## src/rtl/vga_pkg.sv

```systemverilog
// vga_pkg: shared raster timing constants for the video path.
// Holds the default 640x480@60 Hz timing, the derived line/frame totals and the
// coordinate width. Pattern generators import this for the active area size.
package vga_pkg;

   localparam int unsigned COORD_W = 10;

   localparam int unsigned H_ACTIVE_DEF = 640;
   localparam int unsigned H_FRONT_DEF  = 16;
   localparam int unsigned H_SYNC_DEF   = 96;
   localparam int unsigned H_BACK_DEF   = 48;

   localparam int unsigned V_ACTIVE_DEF = 480;
   localparam int unsigned V_FRONT_DEF  = 10;
   localparam int unsigned V_SYNC_DEF   = 2;
   localparam int unsigned V_BACK_DEF   = 33;

   // Length of one axis period (pixels per line or lines per frame).
   function automatic int unsigned axis_total(input int unsigned active,
                                              input int unsigned front,
                                              input int unsigned sync,
                                              input int unsigned back);
      return active + front + sync + back;
   endfunction

   localparam int unsigned H_TOTAL_DEF =
      axis_total(H_ACTIVE_DEF, H_FRONT_DEF, H_SYNC_DEF, H_BACK_DEF);
   localparam int unsigned V_TOTAL_DEF =
      axis_total(V_ACTIVE_DEF, V_FRONT_DEF, V_SYNC_DEF, V_BACK_DEF);

endpackage

```

## src/rtl/vga_axis_counter.sv

```systemverilog
// vga_axis_counter: one raster axis (horizontal or vertical).
// Counts 0..TOTAL-1 when en_i is high and decodes its position within the period.
// Ports:
//   clk_i        pixel clock
//   rst_i        synchronous active-high reset
//   en_i         advance the counter this cycle
//   count_o      current position
//   wrap_o       high while count_o is at the last position of the period
//   in_active_o  high while count_o < ACTIVE
//   in_sync_o    high while count_o is inside the sync pulse
// All outputs are registered; the flags are decoded from the next-state count so
// they line up with count_o.
module vga_axis_counter
   import vga_pkg::*;
#(
   parameter int unsigned ACTIVE = H_ACTIVE_DEF,
   parameter int unsigned FRONT  = H_FRONT_DEF,
   parameter int unsigned SYNC   = H_SYNC_DEF,
   parameter int unsigned BACK   = H_BACK_DEF
) (
   input  logic               clk_i,
   input  logic               rst_i,
   input  logic               en_i,
   output logic [COORD_W-1:0] count_o,
   output logic               wrap_o,
   output logic               in_active_o,
   output logic               in_sync_o
);

   localparam int unsigned Total     = axis_total(ACTIVE, FRONT, SYNC, BACK);
   localparam int unsigned MaxTotal  = (1 << COORD_W) - 1;
   localparam int unsigned SyncStart = ACTIVE + FRONT;
   localparam int unsigned SyncEnd   = ACTIVE + FRONT + SYNC;

   if (Total > MaxTotal || Total < 2) begin : g_total_check
      $error("vga_axis_counter: axis total out of range");
   end

   localparam logic [COORD_W-1:0] Last      = COORD_W'(Total - 1);
   localparam logic [COORD_W-1:0] ActiveEnd = COORD_W'(ACTIVE);
   localparam logic [COORD_W-1:0] SyncLo    = COORD_W'(SyncStart);
   localparam logic [COORD_W-1:0] SyncHi    = COORD_W'(SyncEnd);

   // Flag values for count == 0, loaded on reset.
   localparam logic RstActive = (ACTIVE != 0);
   localparam logic RstSync   = (SyncStart == 0) && (SYNC != 0);

   logic [COORD_W-1:0] count_d, count_q;
   logic               wrap_d, wrap_q;
   logic               active_d, active_q;
   logic               sync_d, sync_q;

   always_comb begin
      count_d = count_q;
      if (en_i) begin
         count_d = (count_q == Last) ? '0 : count_q + COORD_W'(1);
      end
      wrap_d   = (count_d == Last);
      active_d = (count_d < ActiveEnd);
      sync_d   = (count_d >= SyncLo) && (count_d < SyncHi);
   end

   always_ff @(posedge clk_i) begin
      if (rst_i) begin
         count_q  <= '0;
         wrap_q   <= 1'b0;
         active_q <= RstActive;
         sync_q   <= RstSync;
      end else begin
         count_q  <= count_d;
         wrap_q   <= wrap_d;
         active_q <= active_d;
         sync_q   <= sync_d;
      end
   end

   assign count_o     = count_q;
   assign wrap_o      = wrap_q;
   assign in_active_o = active_q;
   assign in_sync_o   = sync_q;

endmodule

```

## src/rtl/vga_timing_gen.sv

```systemverilog
// vga_timing_gen: free-running VGA raster timing generator (default 640x480@60 Hz).
// Ports:
//   clk_i         pixel clock (25 MHz for the default timing)
//   rst_i         synchronous active-high reset
//   x_o / y_o     current pixel column / line
//   active_o      high inside the visible area
//   hsync_o       horizontal sync, active-low
//   vsync_o       vertical sync, active-low
//   next_frame_o  one-cycle strobe on the last pixel of each frame
// Every output is a register or an AND of registers, with no latency relative to
// x_o/y_o; downstream stages must delay the syncs to match their own pipelines.
module vga_timing_gen
   import vga_pkg::*;
#(
   parameter int unsigned H_ACTIVE = H_ACTIVE_DEF,
   parameter int unsigned H_FRONT  = H_FRONT_DEF,
   parameter int unsigned H_SYNC   = H_SYNC_DEF,
   parameter int unsigned H_BACK   = H_BACK_DEF,
   parameter int unsigned V_ACTIVE = V_ACTIVE_DEF,
   parameter int unsigned V_FRONT  = V_FRONT_DEF,
   parameter int unsigned V_SYNC   = V_SYNC_DEF,
   parameter int unsigned V_BACK   = V_BACK_DEF
) (
   input  logic               clk_i,
   input  logic               rst_i,
   output logic [COORD_W-1:0] x_o,
   output logic [COORD_W-1:0] y_o,
   output logic               active_o,
   output logic               hsync_o,
   output logic               vsync_o,
   output logic               next_frame_o
);

   logic h_wrap, h_active, h_sync;
   logic v_wrap, v_active, v_sync;

   vga_axis_counter #(
      .ACTIVE (H_ACTIVE),
      .FRONT  (H_FRONT),
      .SYNC   (H_SYNC),
      .BACK   (H_BACK)
   ) u_h_axis (
      .clk_i       (clk_i),
      .rst_i       (rst_i),
      .en_i        (1'b1),
      .count_o     (x_o),
      .wrap_o      (h_wrap),
      .in_active_o (h_active),
      .in_sync_o   (h_sync)
   );

   // The line counter steps on the edge that takes x from its last value back to 0.
   vga_axis_counter #(
      .ACTIVE (V_ACTIVE),
      .FRONT  (V_FRONT),
      .SYNC   (V_SYNC),
      .BACK   (V_BACK)
   ) u_v_axis (
      .clk_i       (clk_i),
      .rst_i       (rst_i),
      .en_i        (h_wrap),
      .count_o     (y_o),
      .wrap_o      (v_wrap),
      .in_active_o (v_active),
      .in_sync_o   (v_sync)
   );

   assign active_o     = h_active & v_active;
   assign hsync_o      = ~h_sync;
   assign vsync_o      = ~v_sync;
   assign next_frame_o = h_wrap & v_wrap;

endmodule

```

## config.mk

```make
export PLATFORM = sky130hd
export DESIGN_NAME = vga_timing_gen
export DESIGN_NICKNAME = d
export VERILOG_FILES = /design/src/rtl/vga_pkg.sv /design/src/rtl/vga_axis_counter.sv /design/src/rtl/vga_timing_gen.sv
export SDC_FILE = /design/constraint.sdc
export NUM_CORES = 1
export LEC_CHECK = 0
export CORE_MARGIN = 4
export CORE_UTILIZATION = 55
export DETAILED_ROUTE_END_ITERATION = 16
export PLACE_DENSITY_LB_ADDON = 0.25
export SLEW_MARGIN = 20
export SYNTH_ARGS = -nofsm -noshare
export SYNTH_HDL_FRONTEND = slang
export SYNTH_SLANG_ARGS = --single-unit
```

## constraint.sdc

```tcl
create_clock -name clk_i -period 3.5 [get_ports clk_i]
set_clock_uncertainty 0.1 [all_clocks]
set_input_delay 1.05 -clock clk_i [delete_from_list [all_inputs] [get_ports clk_i]]
set_output_delay 1.05 -clock clk_i [all_outputs]
set_load 0.1 [all_outputs]
```

After elaboration in Yosys (flattened, before gate mapping)
Index checks and enable logic that the tools add are counted.
{ "totals": {"regBits": 26, "input_bits": 2, "output_inout_bits": 24, "elab_cells": 29} }
{ "classes": {"addsub": 2, "magnitude_cmp": 6, "eq_ne": 4, "mux": 3, "bitwise": 4, "n_reduce_logical": 2} }
{ "ops": {"columns": ["cell", "n"], "rows": [
  ["equality test 10 bit (second input constant)", 4],
  ["2-to-1 mux 10 bit", 3],
  ["adder 10 x 1 -> 10 bit (second input constant)", 2],
  ["< comparator 10 bit (second input constant)", 2],
  ["< comparator 10 x 9 -> 1 bit (second input constant)", 2],
  ["greater-or-equal comparator 10 bit (second input constant)", 1],
  ["greater-or-equal comparator 10 x 9 -> 1 bit (second input constant)", 1],
  ["bitwise AND 1 bit", 2],
  ["logical AND 1 bit", 2],
  ["inverter 1 bit", 2]
]} }

Logic depth before layout (Yosys ltp)
Gate-level depths: netlist of run 1.
{ "logic_depth": {"ltp_word": 5, "depth_mapped": 8, "mapped_depth_nobuf": 7} }

Cells and area by module
A second synthesis of run 1 with hierarchy kept.
{ "hier_totals": {"cells_unflattened": 176, "area_unflattened_um2": 1539.0} }
{ "modules_own_cells": {"columns": ["module", "n_inst", "cells_per_inst", "area_each_um2", "seq_area_each_um2"], "rows": [
  ["vga_axis_counter at u_v_axis", 1, 94, 797.0, 260.2],
  ["vga_axis_counter at u_h_axis", 1, 77, 718.2, 260.2],
  ["vga_timing_gen", 1, 5, 23.8, 0.0]
]} }

Worst setup path after synthesis of run 1
Ideal clock, no wire load.
{ "synth_path": {"path_type": "register to register", "startpoint": "register u_v_axis.count_q[0] (netlist: u_v_axis.count_o[0])", "endpoint": "register u_v_axis.sync_q (netlist: u_v_axis.in_sync_o)", "setup_ps": 60, "t_arrival_ps": 2486, "required_ps": 3340, "setup_slack_ps": 854, "stages_incl_launch_ff": 7, "n_path_buf": 0, "period_less_slack_ps": 2646, "cell_sequence": "dfxtp_1 > ha_1 > nand2_1 > nor4_1 > a41oi_1 > a2111oi_4 > and3_1"} }
{ "synth_between": {"elab_chain_cells": 5, "elab_cells_between_ends": 7, "classes_between": "1 x add/sub; 2 x order compare; 1 x eq/ne; 2 x mux; 1 x reduce/logical"} }
{ "synth_rtl": {"columns": ["element", "line", "source"], "rows": [
  ["from (decl)", "vga_axis_counter.sv:48", "logic [COORD_W-1:0] count_d, count_q;"],
  ["from (signal assigned)", "vga_axis_counter.sv:70", "count_q <= count_d;"],
  ["adder 10 x 1 -> 10 bit or equality test 10 bit (tied branches)", "vga_axis_counter.sv:56", "count_d = (count_q == Last) ? '0 : count_q + COORD_W'(1);"],
  ["2-to-1 mux 10 bit", "vga_axis_counter.sv:56", null],
  ["2-to-1 mux 10 bit *", "vga_axis_counter.sv:55", "if (en_i) begin"],
  ["greater-or-equal comparator 10 x 9 -> 1 bit or < comparator 10 x 9 -> 1 bit (tied branches)", "vga_axis_counter.sv:60", "sync_d = (count_d >= SyncLo) && (count_d < SyncHi);"],
  ["logical AND 1 bit *", "vga_axis_counter.sv:60", null],
  ["to (signal assigned)", "vga_axis_counter.sv:68", "sync_q <= RstSync;"],
  ["to (signal assigned)", "vga_axis_counter.sv:73", "sync_q <= sync_d;"],
  ["to (decl)", "vga_axis_counter.sv:51", "logic sync_d, sync_q;"]
]} }
Every way passes the cells marked *; elsewhere a longest branch is shown, timed or not.
A chain may end at the register's enable or synchronous reset.

Final worst setup path of run 1
{ "layout_path": {"startpoint": "register u_h_axis.wrap_q (netlist: u_h_axis.wrap_o)", "endpoint": "output next_frame_o"} }
{ "layout_between": {"elab_chain_cells": 1} }
{ "layout_rtl": {"columns": ["element", "line", "source"], "rows": [
  ["from (decl)", "vga_axis_counter.sv:49", "logic wrap_d, wrap_q;"],
  ["from (signal assigned)", "vga_axis_counter.sv:71", "wrap_q <= wrap_d;"],
  ["bitwise AND 1 bit", "vga_timing_gen.sv:71", "assign next_frame_o = h_wrap & v_wrap;"],
  ["to (decl)", "vga_timing_gen.sv:31", "output logic next_frame_o"]
]} }
No other way between the ends.

==> metrics.yaml, run 1 <==
final_nets: 211
final_common_cell: "dfxtp_1"
cp-end-kind: "primary output"
slew_violations: 0
drc: 0
path_cells: "and2_1 > buf_4"
fmax_mhz: 400
whs_ns: 0.403
p_switching_uw: 134
worst-path-stages: 2
post-cts-setup-buffers: 0
fin_ws_ns: 1.00
peakVddDrop_uv: 254
cts_hold_buffers: 0
p_int_uw: 376
rows: 18
drtIter0Drc: 104
antenna_found_initial: 0
drt-total-wl_mm: 3.44
preCtsSetupSlack_ns: 0.649
ys_async_sr_fraction: 0
synth_cell_type_count: 49
tightest_slew_ns: 0.512
crit_family: "flip-flops"
startpoint: "u_h_axis.wrap_o"
r2r-start: "u_h_axis.count_o[0]"
grt_max_degree: 15
vias_per_cell: 5.91
min_period_ns: 2.50
die_h_um: 61.0
r2r-end: "u_h_axis.wrap_o"
diodes: 0
overflow: 0
fin_crit_sh: 0.714
start_kind: "register"
rr_worst_depth: 6
core-area_um2: 2570
cts-resized-gates: 0
clockBufferDepth: 2
most-common-layout-cells: "26 x dfxtp_1, 24 x buf_4, 19 x nor2_1"
slew_headroom: 0.655
synth_area_um2: 1540
synthCells: 186
syn_to_final_growth_pct: 13.0
fin_util: 0.679
setup_violations: 0
slowest_delay_ns: 0.57
yosys_register_bits: 26
reg2reg_slack_ns: 1.34
drive_above_1_share: 0.211
gp_congestion: 0.920
worstPathArrival_ns: 1.35
yosysWarningCount: 0
path_buf_inv: 1
critical_path_required_ns: 2.35
via_count: 1382
ctsRootBufferMaster: "clkbuf_4"
cp-endpoint: "next_frame_o"
fin_tns_setup_ns: 0
ios: 26
crit_type: "register to primary output"
clkTransAtPathRegs_ns: 0.14
syn_area_per_cell_um2: 8.29
worstHoldPathType: "register to register"
start_util: 0.601
wl_per_cell_um: 14.7
synth_nets: 192
yosysSeqAreaShare: 0.337
grt_pass1_wl_mm: 5.66
numPortBuffers: 25
firstDrtPassIters: 4
synth_edf_count: 0
clkPwrFrac: 0.292
path_max_fanout: 10
hpwl_mm: 2.65
p_comb_frac: 0.108
cts_made_buffers: 3
grt_setup_unrepaired: "false"
p_per_area_nw_per_um2: 293
grt_pass1_vias: 1242
critPathSlowestCell: "dfxtp_1"
clk_latency_ns: 0.31
pwr-share-seq: 0.600
grt_use_total: 0.201
die_w_um: 61.0
hold_viol_final: 0
antenna_left: 0
die_area_um2: 3720
cts_tree: "built"
ys.flop_type: "dfxtp_1"
h-tree-depth: 1
swShare: 0.262
p_leak_uw: 0.000630
status: "completed"
cts.sinks: 26
cap_violations: 0
-- stage by stage --
step / power, uW / std cells / cell area (um2)
3_5_place_dp: 368 / 230 / 1710
4_1_cts: 517 / 234 / 1740
2_1_floorplan: 354 / 186 / 1540
3_3_place_gp: 366 / 230 / 1710
5_1_grt: 536 / 234 / 1740
6_report: 510 / 234 / 1740
-- kinds of logic after synthesis --
group / count (synthesis) / synth area share
muxes: 1 / 0.00649
and+or+nand+nor: 88 / 0.318
xor gates and xnor gates: 11 / 0.0624
DFF: 26 / 0.337
AOI/OAI and AO/OA: 32 / 0.169
adders and majority gates: 4 / 0.0324
buffers and inverters: 24 / 0.0746
-- final cells by class --
class | count | area, um2
sequential | 26 | 520
timing repair buffer | 25 | 190
fill | 221 | 825
tap | 30 | 37.5
multi-input combinational | 136 | 907
clock buffer | 4 | 36.3
inverter | 13 | 51.3
-- worst register-to-register path: cells and delay by family (launching register included) --
family | cells | cell delay (ns)
AOI/OAI and AO/OA | 1 | 0.48
adders and majority gates | 1 | 0.31
DFF | 1 | 0.38
and+or+nand+nor | 4 | 0.83
-- how the worst min path moves through the flow --
stage                                    from             endpoint  depth (start not counted)
after floorplan               u_h_axis.wrap_o  u_v_axis.count_o[0]                          4
after global placement    u_h_axis.count_o[0]  u_h_axis.count_o[0]                          1
after detailed placement  u_h_axis.count_o[0]  u_h_axis.count_o[0]                          1
after CTS                 u_h_axis.count_o[0]  u_h_axis.count_o[0]                          1
after global routing      u_h_axis.count_o[0]  u_h_axis.count_o[0]                          1
final                     u_h_axis.count_o[0]  u_h_axis.count_o[0]                          1
-- sequential cells by signal, indices dropped and copies added, names as in the netlist --
register,count
u_h_axis.in_sync_o,1
u_h_axis.count_o,10
u_h_axis.in_active_o,1
u_v_axis.count_o,10
u_v_axis.wrap_o,1
u_v_axis.in_sync_o,1
u_h_axis.wrap_o,1
u_v_axis.in_active_o,1
-- cells in the mapped netlist (all sizes together), types with 3 or more instances --
cell type | number | share of area
nor4 | 3 | 0.022
nand3 | 11 | 0.039
and2 | 6 | 0.024
inv | 13 | 0.033
a31oi | 4 | 0.016
ha | 4 | 0.032
o41ai | 3 | 0.029
buf | 4 | 0.024
nand2 | 14 | 0.034
nor3 | 9 | 0.029
a21oi | 9 | 0.032
nand4 | 4 | 0.020
dfxtp | 26 | 0.34
clkbuf | 7 | 0.017
xnor2 | 5 | 0.028
and3 | 3 | 0.012
xor2 | 6 | 0.034
or3 | 7 | 0.032
nor2 | 19 | 0.046
o21ai | 5 | 0.016
nand2b | 3 | 0.012
-- power by group through the flow --
stage	Clock [uW]	Combinational (uW)	Sequential [uW]
after detailed placement	0	55.6	312
final	149	55.1	306
after global placement	0	54.1	312
after floorplan	0	16.0	338
after CTS	155	55.7	306
after global routing	172	57.6	307
-- per-layer routing --
metal / track usage / wire, um / up-vias
li1: - / - / 693
met1: 0.241 / 1410 / 644
met2: 0.357 / 1830 / 39
met3: 0.0277 / 131 / 6
met4: 0.0836 / 63 / 0
met5: 0 / 0 / -
Power figures use the tool's default switching activity.
==> run 2, diff against run 1 <==
- CORE_UTILIZATION: 55 -> 52
- clock period: 3.5 -> 2.3 ns (I/O delays scaled with it)
==> run 2 against run 1 <==
Against the previous run: worst hold slack better by 0.0036 ns; cell count grew 3.0%; register-to-register slack worse by 1.1 ns; wire length is 6.0% higher; sequential power is 53% higher; setup slack worse by 0.75 ns; combinational power rose by 91%; core utilization increased by 6.8 points; largest power group unchanged; highest routed layer unchanged.
==> metrics.yaml, run 2 (synthesis results as in run 1) <==
status: "completed"
grt_setup_unrepaired: "false"
grt_pass1_wl_mm: 6.18  # +9.1%
top_layer_used: "met4"
drive_above_1_share: 0.290  # +0.0797
slew_headroom: 0.668  # +0.0128
critical_path_required_ns: 1.51  # -0.84 ns
hold_viol_final: 0  # unchanged
wl_met2_mm: 2.02  # +11%
slowest_delay_ns: 0.38  # -0.19 ns
power_uw: 893  # +75%
whs_endpoint: "u_h_axis.count_o[0]"
rr_worst_depth: 6  # unchanged
via_count: 1400  # +1.3%
ctsRootBufferMaster: "clkbuf_4"
die_area_um2: 3900  # +5.0%
cts_hold_buffers: 0  # unchanged
most-common-layout-cells: "22 x buf_12, 19 x nor2_1, 14 x nand2_1, 14 x dfxtp_1, 12 x dfxtp_2"
crit_family: "flip-flops"
whs_ns: 0.406  # +0.00359 ns
path_max_fanout: 9  # -1
antenna_found_initial: 0  # unchanged
peakVddDrop_uv: 389  # +53%
syn_to_final_growth_pct: 35.8
cts-resized-gates: 0  # unchanged
ios: 26  # unchanged
p_leak_uw: 0.000737  # +17%
clk_latency_ns: 0.33  # +0.02 ns
reg2reg_slack_ns: 0.28  # -1.06 ns
fmax_mhz: 487
multiInputGateArea_um2: 907  # unchanged
setup_violations: 0  # unchanged
p_int_uw: 672  # +79%
tightest_slew_ns: 0.497  # -0.0152 ns
drtIter0Drc: 130  # +25%
fin_util: 0.747  # +0.0683
drt-total-wl_mm: 3.64  # +6.0%
path_buf_inv: 2  # +1
cts_made_buffers: 3  # unchanged
start_kind: "register"
worstHoldPathType: "register to register"
critPathSlowestCell: "dfxtp_1"
die_w_um: 62.5  # +2.5%
r2r-end: "u_h_axis.wrap_o"
holdCritStartpoint: "u_h_axis.count_o[0]"
vias_per_cell: 5.81  # -1.6%
min_period_ns: 2.05
cts_tree: "built"
hpwl_mm: 2.83  # +6.6%
met1_length_mm: 1.43  # +1.3%
final_nets: 217  # +2.8%
wl_met3_um: 165  # +26%
diodes: 0  # unchanged
gp_congestion: 0.892  # -3.0%
p_comb_frac: 0.118  # +0.010
grt_use_total: 0.191  # -0.00984
swShare: 0.248  # -0.0145
start_util: 0.550  # -0.0509
slew_violations: 0  # unchanged
hold_path_depth: 1  # unchanged
core-area_um2: 2810  # +9.3%
grt_pass1_vias: 1378  # +11%
cp-end-kind: "primary output"
cts.sinks: 26  # unchanged
fill_cells: 197  # -11%
p_per_area_nw_per_um2: 426  # +46%
p_switching_uw: 221  # +65%
clkTransAtPathRegs_ns: 0.14  # about the same
rows: 19  # +1
path_cells: "buf_4 > and2_1 > buf_12"
r2r-start: "u_h_axis.count_o[0]"
grt_max_degree: 16  # +1
worstPathArrival_ns: 1.26  # -0.09 ns
h-tree-depth: 1  # unchanged
cap_violations: 0  # unchanged
numPortBuffers: 25  # unchanged
firstDrtPassIters: 4  # unchanged
clkPwrFrac: 0.357  # +0.065
die_h_um: 62.5  # +2.5%
drc: 0  # unchanged
post-cts-setup-buffers: 0  # unchanged
wl_per_cell_um: 15.1  # +2.9%
fin_crit_sh: 0.893
crit_type: "register to primary output"
final_common_cell: "buf_12"
antenna_left: 0  # unchanged
overflow: 0  # unchanged
pwr-share-seq: 0.526  # -0.074
clockBufferDepth: 2  # unchanged
area.sequential_um2: 536  # +2.9%
run 2: layout make-up:
class | count | share of cell area
Clock inverter | 1 | 0.0143
Clock buffer | 3 | 0.0107
Timing Repair Buffer | 31 | 0.244
Sequential cell | 26 | 0.256
Multi-Input combinational cell | 136 | 0.433
Inverter | 13 | 0.0245
Tap cell | 31 | 0.0185
run 2: worst max path at each step:
stage	depth (start not counted)	slack [ns]	end	from
finish	3	0.25	next_frame_o	u_h_axis.wrap_o
global route	5	0.16	u_v_axis.wrap_o	u_v_axis.count_o[3]
CTS	3	0.24	next_frame_o	u_h_axis.wrap_o
global placement	6	0.14	u_v_axis.in_sync_o	rst_i
detailed placement	6	0.12	u_v_axis.in_sync_o	rst_i
floorplan	5	-0.002	u_v_axis.in_sync_o	u_v_axis.count_o[9]
run 2: metal layers:
metal / up-vias / track usage
li1: 701 / -
met1: 660 / 0.207
met2: 37 / 0.372
met3: 2 / 0.0450
met4: 0 / 0.0386
met5: - / 0
run 2: power groups by stage:
stage / Clock, uW / Combinational (uW) / Sequential (uW)
after floorplan: 0 / 24.3 / 516
after global placement: 0 / 103 / 479
after detailed placement: 0 / 106 / 479
after CTS: 329 / 106 / 469
after global routing: 346 / 110 / 471
final: 318 / 105 / 469
run 2: through the flow:
step | cell area, um2 | instances | setup TNS [ns] | worst slack [ns]
5_1_grt | 2100 | 241 | 0 | 0.165
6_report | 2100 | 241 | 0 | 0.246
3_5_place_dp | 2040 | 237 | 0 | 0.121
4_1_cts | 2100 | 241 | 0 | 0.242
2_1_floorplan | 1560 | 186 | -0.00210 | -0.00210
3_3_place_gp | 2040 | 237 | 0 | 0.145
